===== src/rtl/hit_cnt_pkg.sv =====
// Shared definitions for the hit-window counter slice.
//   state_e   : FSM state encoding (IDLE / COUNT)
//   CNT_W_MAX : widest accumulator sat_inc can serve
//   sat_inc   : one saturating increment step, returns {sat, acc_next}
package hit_cnt_pkg;

  typedef enum logic {
    ST_IDLE  = 1'b0,
    ST_COUNT = 1'b1
  } state_e;

  localparam int CNT_W_MAX = 16;

  // Callers zero-extend their accumulator and pass their own all-ones value
  // as acc_max, so one function serves every CNT_W up to CNT_W_MAX. When the
  // accumulator already sits at acc_max, a hit is lost: the value holds and
  // the sat bit reports it.
  function automatic logic [CNT_W_MAX:0] sat_inc(
    input logic [CNT_W_MAX-1:0] acc,
    input logic [CNT_W_MAX-1:0] acc_max,
    input logic                 en
  );
    logic [CNT_W_MAX:0] res;
    res = {1'b0, acc};
    if (en) begin
      if (acc == acc_max) res = {1'b1, acc};
      else                res = {1'b0, acc + CNT_W_MAX'(1)};
    end
    return res;
  endfunction

endpackage


===== src/rtl/hit_sat_counter.sv =====
// Saturating hit accumulator with sticky saturation flag.
//   clk, reset : clock, asynchronous active-low reset
//   clear      : zero acc and sat on the next edge (wins over en)
//   en         : count one hit this cycle
//   count_next : value acc takes after this cycle's hit (if any)
//   sat_next   : saturation flag including this cycle's hit (if any)
// The *_next outputs let the parent capture a window result that already
// includes the hit arriving in the window's last cycle.
module hit_sat_counter
  import hit_cnt_pkg::*;
#(
  parameter int CNT_W = 4
) (
  input  logic             clk,
  input  logic             reset,
  input  logic             clear,
  input  logic             en,
  output logic [CNT_W-1:0] count_next,
  output logic             sat_next
);

  localparam logic [CNT_W-1:0] ACC_MAX = {CNT_W{1'b1}};

  logic [CNT_W-1:0]   acc;
  logic               sat_r;
  logic [CNT_W_MAX:0] inc_res;

  // NOTE: every variable assigned in always_comb gets a value on every path;
  // otherwise synthesis infers a latch.
  always_comb begin
    inc_res    = sat_inc(CNT_W_MAX'(acc), CNT_W_MAX'(ACC_MAX), en);
    count_next = CNT_W'(inc_res[CNT_W_MAX-1:0]);
    sat_next   = sat_r | inc_res[CNT_W_MAX];
  end

  // NOTE: sequential state uses non-blocking assignments so every register
  // samples pre-edge values, independent of statement order.
  always_ff @(posedge clk or negedge reset) begin
    if (!reset) begin
      acc   <= '0;
      sat_r <= 1'b0;
    end else if (clear) begin
      acc   <= '0;
      sat_r <= 1'b0;
    end else begin
      acc   <= count_next;
      sat_r <= sat_next;
    end
  end

endmodule


===== src/rtl/mealy_hit_window_counter.sv =====
// Counts detector hit pulses over a window of WIN_LEN clocks and offers the
// saturated count on a valid/ready port. Supports one-shot and back-to-back
// windows; a result that cannot be delivered is dropped and flagged.
//   clk, reset : clock, asynchronous active-low reset
//   det        : hit pulse, one hit per high cycle
//   start      : opens a window when idle
//   cont       : sampled at window end, 1 reopens a window with no gap
//   busy       : window open
//   cnt_valid / cnt_ready / cnt_data / cnt_sat : result handshake
//   ovr_err    : sticky, a result was dropped
module mealy_hit_window_counter
  import hit_cnt_pkg::*;
#(
  parameter int WIN_LEN = 16,
  parameter int CNT_W   = 4
) (
  input  logic             clk,
  input  logic             reset,
  input  logic             det,
  input  logic             start,
  input  logic             cont,
  output logic             busy,
  output logic             cnt_valid,
  output logic [CNT_W-1:0] cnt_data,
  output logic             cnt_sat,
  input  logic             cnt_ready,
  output logic             ovr_err
);

  localparam int               IDX_W    = $clog2(WIN_LEN);
  localparam logic [IDX_W-1:0] LAST_IDX = IDX_W'(WIN_LEN - 1);

  state_e           state;
  logic [IDX_W-1:0] win_idx;
  logic             win_last;
  logic             acc_clear;
  logic             acc_en;
  logic [CNT_W-1:0] count_next;
  logic             sat_next;

  assign busy     = (state == ST_COUNT);
  assign win_last = busy && (win_idx == LAST_IDX);
  assign acc_en   = busy && det;
  // The accumulator restarts when a window opens from idle or reopens
  // back-to-back; a one-shot window leaves it alone until the next start.
  assign acc_clear = ((state == ST_IDLE) && start) || (win_last && cont);

  hit_sat_counter #(
    .CNT_W (CNT_W)
  ) u_acc (
    .clk        (clk),
    .reset      (reset),
    .clear      (acc_clear),
    .en         (acc_en),
    .count_next (count_next),
    .sat_next   (sat_next)
  );

  always_ff @(posedge clk or negedge reset) begin
    if (!reset) begin
      state     <= ST_IDLE;
      win_idx   <= '0;
      cnt_valid <= 1'b0;
      cnt_data  <= '0;
      cnt_sat   <= 1'b0;
      ovr_err   <= 1'b0;
    end else begin
      if (cnt_valid && cnt_ready) cnt_valid <= 1'b0;

      case (state)
        ST_IDLE: begin
          if (start) begin
            state   <= ST_COUNT;
            win_idx <= '0;
          end
        end
        ST_COUNT: begin
          if (win_last) begin
            // A result may load into an empty register or into one being
            // accepted this very edge; the later assignment of cnt_valid
            // overrides the accept-clear above.
            if (!cnt_valid || cnt_ready) begin
              cnt_valid <= 1'b1;
              cnt_data  <= count_next;
              cnt_sat   <= sat_next;
            end else begin
              ovr_err <= 1'b1;
            end
            win_idx <= '0;
            if (!cont) state <= ST_IDLE;
          end else begin
            win_idx <= win_idx + IDX_W'(1);
          end
        end
        default: state <= ST_IDLE;
      endcase
    end
  end

endmodule


===== config.mk =====
export PLATFORM = sky130hd
export DESIGN_NAME = mealy_hit_window_counter
export DESIGN_NICKNAME = d
export VERILOG_FILES = /design/src/rtl/hit_cnt_pkg.sv /design/src/rtl/hit_sat_counter.sv /design/src/rtl/mealy_hit_window_counter.sv
export SDC_FILE = /design/constraint.sdc
export NUM_CORES = 1
export LEC_CHECK = 0
export ABC_AREA = 1
export CORE_MARGIN = 4
export CORE_UTILIZATION = 45
export CTS_CLUSTER_DIAMETER = 60
export DETAILED_ROUTE_END_ITERATION = 8
export PLACE_DENSITY_LB_ADDON = 0.1
export SLEW_MARGIN = 25
export SYNTH_ARGS = -nofsm -noshare
export SYNTH_HDL_FRONTEND = slang
export SYNTH_SLANG_ARGS = --single-unit

===== constraint.sdc =====
create_clock -name clk -period 1.35 [get_ports clk]
set_clock_uncertainty 0.1 [all_clocks]
set_input_delay 0.27 -clock clk [delete_from_list [all_inputs] [get_ports clk]]
set_output_delay 0.27 -clock clk [all_outputs]
set_load 0.03 [all_outputs]

---- Yosys cells after proc, flatten, opt, wreduce, memory -nomap -nowiden ----
Cells that the tools add are included.
word-level totals
  output and inout port bits .............. 8
  word-level logic and storage cells ...... 41
  flip-flop bits (word level) ............. 17
operators by class
  bitwise logic cells ..................... 3
  muxes and demuxes ....................... 15
  add/subtract/negate cells ............... 2
  reductions and logical operators ........ 10
  eq/ne operators ......................... 3
operators with widths
  operator                                                       count
  17-bit two-way mux                                             2
  4-bit two-way mux                                              3
  4-bit == test, second input constant                           2
  1-bit two-way mux                                              8
  4-bit one-hot mux with 2 select lines                          1
  3-bit AND reduction                                            2
  4-bit by 1-bit adder with 5-bit output, second input constant  1
  1-bit logical AND                                              5
  4-bit by 1-bit adder with 4-bit output, second input constant  1
  1-bit logical OR                                               2
  2-bit != test, second input constant                           1
  1-bit inverter                                                 2
  1-bit one-hot mux with 2 select lines                          1
  1-bit zero test                                                1
  1-bit bitwise OR                                               1

---- Logic depth before layout (Yosys ltp) ----
Gate-level depths: netlist of the first run.
  depth in word-level cells ............... 5
  depth in mapped cells ................... 7
  gate-level depth less buffers ........... 7

---- Hierarchy ----
Synthesis of the first run repeated with hierarchy kept, for this count alone.
second synthesis, totals
  cells, all modules ...................... 100
  area total of the unflattened synthesis .. 815.8 µm²
by module, submodules not included
  module                    area an instance (µm²)  times used  sequential area each (µm²)  cells each
  mealy_hit_window_counter  541.8                   1           300.3                       64
  hit_sat_counter           274.0                   1           125.1                       36

---- Worst setup path after synthesis of the first run ----
No wires, ideal clock.
  path type ............................... reg-to-reg
  start point ............................. register state (netlist: busy)
  end point ............................... register u_acc.acc[0]
  setup slack ............................. -0.053 ns
  buffers on the path ..................... 1
  data required time ...................... 1.131 ns
  data arrival time ....................... 1.184 ns
  cell stages (with the launch flop) ...... 7
  path through ............................ dfrtp_1 > buf_6 > nand2_1 > inv_1 > nand2_1 > xor2_1 > and2_1
on the way
  cells in the longest elaborated chain, start to end .. 4
  elaborated cells between the ends (all ways) .. 8
RTL lines
  element                                              RTL line                        source
  from (decl)                                          mealy_hit_window_counter.sv:33  state_e state;
  from (signal assigned)                               mealy_hit_window_counter.sv:61  state <= ST_IDLE;
  from (signal assigned)                               mealy_hit_window_counter.sv:73  state <= ST_COUNT;
  from (signal assigned)                               mealy_hit_window_counter.sv:90  if (!cont) state <= ST_IDLE;
  1-bit logical AND or 1-bit inverter (tied branches)  --
  1-bit logical AND                                    mealy_hit_window_counter.sv:46  assign acc_clear = ((state == ST_IDLE) && start) || (win_last && cont);
  1-bit logical OR                                     mealy_hit_window_counter.sv:46
  4-bit two-way mux (*)                                hit_sat_counter.sv:42           end else if (clear) begin
  to (signal assigned)                                 hit_sat_counter.sv:46           acc <= count_next;
  to (decl)                                            hit_sat_counter.sv:24           logic [CNT_W-1:0] acc;
Every way passes the cells marked *; elsewhere a longest branch is shown, timed or not.
A chain may end at the register's enable or synchronous reset.

---- Final worst setup path of the first run ----
  start point ............................. register win_idx[1]
  end point ............................... register u_acc.acc[2]
on the way
  cells in the longest elaborated chain, start to end .. 5
RTL lines
  element                 RTL line                        source
  from (decl)             mealy_hit_window_counter.sv:34  logic [IDX_W-1:0] win_idx;
  from (signal assigned)  mealy_hit_window_counter.sv:92  win_idx <= win_idx + IDX_W'(1);
  4-bit == test           mealy_hit_window_counter.sv:42  assign win_last = busy && (win_idx == LAST_IDX);
  1-bit logical AND       mealy_hit_window_counter.sv:42
  1-bit logical AND       mealy_hit_window_counter.sv:46
  1-bit logical OR        mealy_hit_window_counter.sv:46
  4-bit two-way mux       hit_sat_counter.sv:42
Every way passes these cells.

==> results.sh, run 1 <==
export IMPL_final_cells=149
export IMPL_seq_power_share_pct=37.2
export IMPL_final_period_utilization_pct=101.8
export IMPL_period_needed_ns=1.375
export IMPL_syn_to_final_growth_pct=33.03
export IMPL_r2r_setup_slack_ns=-0.02
export IMPL_crit_path_start_kind="register"
export IMPL_start_util_pct=47.39
export IMPL_ff2ff_path_depth=5
export IMPL_num_rows=15
export IMPL_yosysWarnings=0
export IMPL_synth_seq_area_share_pct=51.99
export IMPL_dp_hpwl_um=1200
export IMPL_p_leak_nw=0.5654
export IMPL_antenna_found_initial=0
export IMPL_hold_viol=0
export IMPL_p_clk_share_pct=11.1
export IMPL_maxCapViolCount=0
export IMPL_drt_iter0_markers=12
export IMPL_final_util_pct=63.04
export IMPL_die_x_um=50.64
export IMPL_portBuffers=13
export IMPL_status="finished, violations left"
export IMPL_synth_seq_cells=17
export IMPL_synth_area_um2=818.3
export IMPL_cp_required_ns=1.44
export IMPL_cts_made_buffers=3
export IMPL_critPathKind="register to register"
export IMPL_cts_hold_buf=0
export IMPL_num_nets_final=133
export IMPL_worstReg2RegEnd="u_acc.acc[2]"
export IMPL_ant_nets=0
export IMPL_drc=0
export IMPL_grt_max_degree=18
export IMPL_final_common_cell="nand2_1"
export IMPL_setup_tns_ns=-0.1317
export IMPL_die_area_mm2=0.002564
export IMPL_cts_tree="done"
export IMPL_io_pins=14
export IMPL_via_per_inst=4.711
export IMPL_swShare_pct=42.86
export IMPL_antenna_cells=0
export IMPL_finalMaxSlewViolations=0
export IMPL_synth_area_per_cell_um2=8.266
export IMPL_die_h_um=50.64
export IMPL_intPower_w=0.001395
export IMPL_irDropWorstVdd_mv=1.133
export IMPL_cts_root_buf="clkbuf_4"
export IMPL_max_freq_mhz=727.5
export IMPL_vias=702
export IMPL_grt_pass1_wl_um=2918
export IMPL_reg2reg_from="win_idx[1]"
export IMPL_netlist_cell_type_count=19
export IMPL_gr_total_overflow=0
export IMPL_tightest_slew_ns=0.3565
export IMPL_cts_sinks=17
export IMPL_setup_viol=7
export IMPL_grt_total_usage_pct=15.24
export IMPL_violations="setup timing"
export IMPL_grt_setup_unrepaired="true"
export IMPL_clock_path_buffers=2
export IMPL_path_clk_slew_ns=0.10
export IMPL_core_area_mm2=0.001727
export IMPL_finalWorstSetupSlack_ns=-0.02459
export IMPL_crit_fanout=3
export IMPL_final_cell_mix="25 x nand2_1, 17 x buf_4, 16 x dfrtp_1"
export IMPL_combPwrFrac_pct=51.6
export IMPL_final_layout_size_suffix_gt1_share_pct=26.61
export IMPL_h_tree_depth=1
export IMPL_syn_nets=107
export IMPL_power_switching_w=0.001046
export IMPL_arrival_ns=1.46
export IMPL_hp_class="input pin to asynchronous set/reset pin"
export IMPL_endpoint_kind="register"
export IMPL_powerDensity_mw_per_mm2=2242
export IMPL_dp_cells=144
export IMPL_gp_congestion=0.7920
export IMPL_first_pass_iters=4
export IMPL_slew_headroom_pct=76.15
export IMPL_wire_per_inst_um=11.09
export IMPL_grt_pass1_vias=690
export IMPL_synthCells=99
export IMPL_clock_latency_ns=0.29
export IMPL_drt_wl_total_um=1652
## metrics by stage
step / hold slack, ns / setup WS [ns] / cell area (µm²) / power [W]
5_1_grt: 0.1847 / -0.1598 / 1089 / 0.002668
3_3_place_gp: 0.3607 / -0.1664 / 1010 / 0.002027
6_report: 0.1837 / -0.02459 / 1089 / 0.002441
4_1_cts: 0.1843 / -0.009526 / 1054 / 0.002353
2_1_floorplan: -0.1256 / 0.03389 / 819.5 / 0.001634
3_5_place_dp: 0.3724 / -0.1772 / 1010 / 0.002050
## worst max path at each step
stage / slack (ns) / start / end / cells past startpoint
floorplan: 0.03 / busy / u_acc.acc[0] / 6
global placement: -0.17 / det / u_acc.acc[0] / 6
detailed placement: -0.18 / det / cnt_data[1] / 6
finish: -0.02 / win_idx[1] / u_acc.acc[2] / 5
global route: -0.16 / win_idx[0] / cnt_data[3] / 7
CTS: -0.01 / win_idx[1] / u_acc.acc[2] / 5
## layout make-up
class / instances / area, µm²
repair buffers: 22 / 177.7
well taps: 25 / 31.28
inverters: 16 / 61.31
multi-input cells: 65 / 364.1
flip-flops and latches: 17 / 426.7
fillers: 156 / 638.1
clock inverters: 1 / 5.005
clock buffers: 3 / 22.52
## kinds of logic (layout without fill, tap and decap cells)
family	count (synthesis)	in the layout	synth area share [%]
and+or+nand+nor	48	48	25.69
DFF	17	17	51.99
buffers and inverters	17	42	8.867
AOI/OAI and AO/OA	14	14	9.327
adders and majority gates	2	2	3.058
xor gates and xnor gates	1	1	1.071
## cells in the mapped netlist, drive strengths merged
cell type  count  share of area (%)
a21oi          3                1.8
and2           2                1.5
buf            1                1.4
clkinv         1               0.61
dfrtp         17                 52
ha             2                3.1
inv           15                6.9
nand2         28                 13
nand3          6                3.7
nand4          1               0.77
nor2          10                4.6
nor3           1                2.0
o21ai          8                4.9
o21bai         2                1.8
o22ai          1               0.77
xor2           1                1.1
## critical path, stage by stage (launching register included)
cell and delay [ns]:
dfrtp_1 0.41, ha_4 0.16, nand2_4 0.06, nor3_4 0.28
a21oi_2 0.11, and2_1 0.15
## per-layer routing
layer | GRT usage (%) | routed length (µm)
met2 | 24.78 | 797
met1 | 18.44 | 755
met4 | 8.072 | 15
met5 | 0 | 0
met3 | 3.858 | 82
## registers in the layout, summed over array words and instances, names as in the netlist
name and cells:
u_acc.sat_r 1, ovr_err 1, cnt_sat 1, cnt_data 4
win_idx 4, cnt_valid 1, busy 1, u_acc.acc 4
## power groups by stage
stage          Sequential [W]  Combinational, W  Clock (W)
2_1_floorplan         0.00106          0.000569          0
3_5_place_dp         0.000893           0.00116          0
6_report             0.000909           0.00126   0.000272
3_3_place_gp         0.000890           0.00114          0
4_1_cts              0.000884           0.00119   0.000282
5_1_grt              0.000937           0.00142   0.000307
## repair_timing
| item | in CTS | in global routing |
|---|---|---|
| pin swaps | 0 | 4 |
| setup endpoints to repair | 3 | 14 |
| resized for setup | 4 | 8 |
| buffers inserted | 0 | 1 |
(Power assumes the default switching activity.)
==> run 2, diff against run 1 <==
--- a/config.mk
+++ b/config.mk
@@ -7,5 +7,5 @@
 export LEC_CHECK = 0
 export ABC_AREA = 1
-export CORE_MARGIN = 4
+export CORE_ASPECT_RATIO = 1.4
 export CORE_UTILIZATION = 45
 export CTS_CLUSTER_DIAMETER = 60
--- a/constraint.sdc
+++ b/constraint.sdc
@@ -3,3 +3,3 @@
 set_input_delay 0.27 -clock clk [delete_from_list [all_inputs] [get_ports clk]]
 set_output_delay 0.27 -clock clk [all_outputs]
-set_load 0.03 [all_outputs]
+set_load 0.1 [all_outputs]
==> run 2 against run 1 <==
  * The run still ends with setup timing left
  * Final cell count decreased by 4.0%
  * Global-route usage increased by 4.4 points
  * Register-to-register slack got worse by 0.05 ns
  * Sequential cell count unchanged
  * Cell area increased by 12%
  * Largest cell class unchanged
  * Die area decreased by 22%
  * Clock-buffer cell count unchanged
  * Via count increased by 1.3%
  * Routed wire length increased by 2.9%
==> results.sh, run 2 (synthesized netlist as in run 1, its figures left out) <==
export IMPL_status="finished, violations left"
export IMPL_violations="setup timing"
export IMPL_grt_max_degree=18
export IMPL_hp_class="input pin to asynchronous set/reset pin"
export IMPL_cts_root_buf="clkbuf_4"
export IMPL_finalWorstSetupSlack_ns=-0.09819
export IMPL_wire_per_inst_um=11.89
export IMPL_path_buf_inv=2
export IMPL_final_layout_size_suffix_gt1_share_pct=35.48
export IMPL_seq_area_um2=430.4
export IMPL_drc=0
export IMPL_hold_viol=0
export IMPL_drt_wl_total_um=1700
export IMPL_slew_headroom_pct=77.18
export IMPL_cts_tree="done"
export IMPL_start_util_pct=49.96
export IMPL_final_period_utilization_pct=107.3
export IMPL_clock_latency_ns=0.29
export IMPL_cp_cell_sequence="buf_6 > buf_12"
export IMPL_antenna_cells=0
export IMPL_die_x_um=38.04
export IMPL_cts_made_buffers=3
export IMPL_gr_total_overflow=0
export IMPL_crit_fanout=2
export IMPL_num_rows=17
export IMPL_crit_path_start_kind="register"
export IMPL_grt_pass1_vias=648
export IMPL_grt_pass1_wl_um=2635
export IMPL_period_needed_ns=1.448
export IMPL_critPathKind="register to output pin"
export IMPL_die_area_mm2=0.001995
export IMPL_vias=711
export IMPL_endpoint_kind="output pin"
export IMPL_antenna_found_initial=0
export IMPL_h_tree_depth=1
export IMPL_final_util_pct=74.64
export IMPL_setup_viol=8
export IMPL_crit_slowest_cell="dfrtp_4"
export IMPL_final_common_cell="nand2_1"
export IMPL_critical_path_top_delay_family="flip-flops"
export IMPL_max_freq_mhz=690.5
export IMPL_arrival_ns=1.08
export IMPL_maxCapViolCount=0
export IMPL_die_h_um=52.46
export IMPL_grt_setup_unrepaired="true"
export IMPL_num_nets_final=133
export IMPL_via_per_inst=4.972
export IMPL_grt_total_usage_pct=19.60
export IMPL_fillCellCount=123
export IMPL_cp_required_ns=0.98
export IMPL_clock_path_buffers=2
export IMPL_finalMaxSlewViolations=0
export IMPL_ant_nets=0
export IMPL_tightest_slew_ns=0.3411
export IMPL_cpPeakStageDelay_ns=0.50
export IMPL_final_cell_mix="21 x nand2_1, 15 x dfrtp_1, 13 x inv_1"
export IMPL_drt_iter0_markers=7
export IMPL_top_regs="cnt_data x4, u_acc.acc x4, win_idx x4"
export IMPL_gp_congestion=0.6984
export IMPL_io_pins=14
export IMPL_first_pass_iters=4
export IMPL_multi_input_area_um2=390.4
export IMPL_path_clk_slew_ns=0.10
export IMPL_portBuffers=13
export IMPL_cts_sinks=17
export IMPL_syn_to_final_growth_pct=49.39
export IMPL_dp_hpwl_um=1269
export IMPL_core_area_mm2=0.001638
[run 2: cell count changes in the layout (fill, tap and decap cells not counted), sizes merged]
cell,previous run,this run
clkinv,2,1
inv,15,16
[run 2: path summary, 6_finish.rpt]
| kind | from | end | slack, ns | cells after the start |
|---|---|---|---|---|
| min in group clk | u_acc.sat_r | u_acc.sat_r | 0.42 | 2 |
| max reg2reg | win_idx[1] | cnt_data[2] | -0.07 | 7 |
| min reg2reg | u_acc.sat_r | u_acc.sat_r | 0.42 | 2 |
| max in group asynchronous | reset | busy | 0.76 | 2 |
| min | reset | u_acc.acc[3] | 0.19 | 2 |
| max | busy | busy | -0.1 | 2 |
[run 2: area by class of cell]
| type | count | area share [%] |
|---|---|---|
| inverters | 16 | 5.322 |
| multi-input cells | 65 | 31.93 |
| clock inverters | 1 | 0.4094 |
| flip-flops and latches | 17 | 35.21 |
| well taps | 19 | 1.945 |
| repair buffers | 22 | 23.34 |
| clock buffers | 3 | 1.842 |
[run 2: timing repair]
action | CTS | global route
buffers inserted | 2 | 1
endpoints found under the setup margin | 13 | 15
hold buffers | 0 | 0
pin swaps | 2 | 9
resized for setup | 5 | 14
[run 2: layer usage]
layer  track usage [%]  part of all wire (%)  vias to the layer above
met5                 0                     0                        -
met4             10.71                   2.6                        0
met3             3.830                   2.3                        5
met2             33.05                    57                       11
met1             22.38                    38                      333
li1                  -                     -                      362
[run 2: stage by stage]
step	instance area (µm²)	hold WS (ns)	setup slack [ns]	TNS, ns	std cells
after global routing	1222	0.1949	-0.1549	-1.236	143
final	1222	0.1879	-0.09819	-0.4286	143
after floorplan	844.6	-0.1256	-0.1097	-1.063	99
after global placement	1112	0.3837	-0.2038	-1.398	136
after detailed placement	1112	0.4030	-0.2048	-1.560	136
after CTS	1169	0.1983	-0.09480	-0.4117	142
Power of run 2 is left out: the tool's default activity adds up to more than one toggle a clock period on the data nets, which glitch-free logic cannot reach.
==> run 3, diff against run 2 <==
Settings changed: SLEW_MARGIN 25 to 10.
==> results of run 3 <==
Same layout as run 2: the final DEF is identical, and so are final timing and power.
Power of run 3 is left out for the same reason.
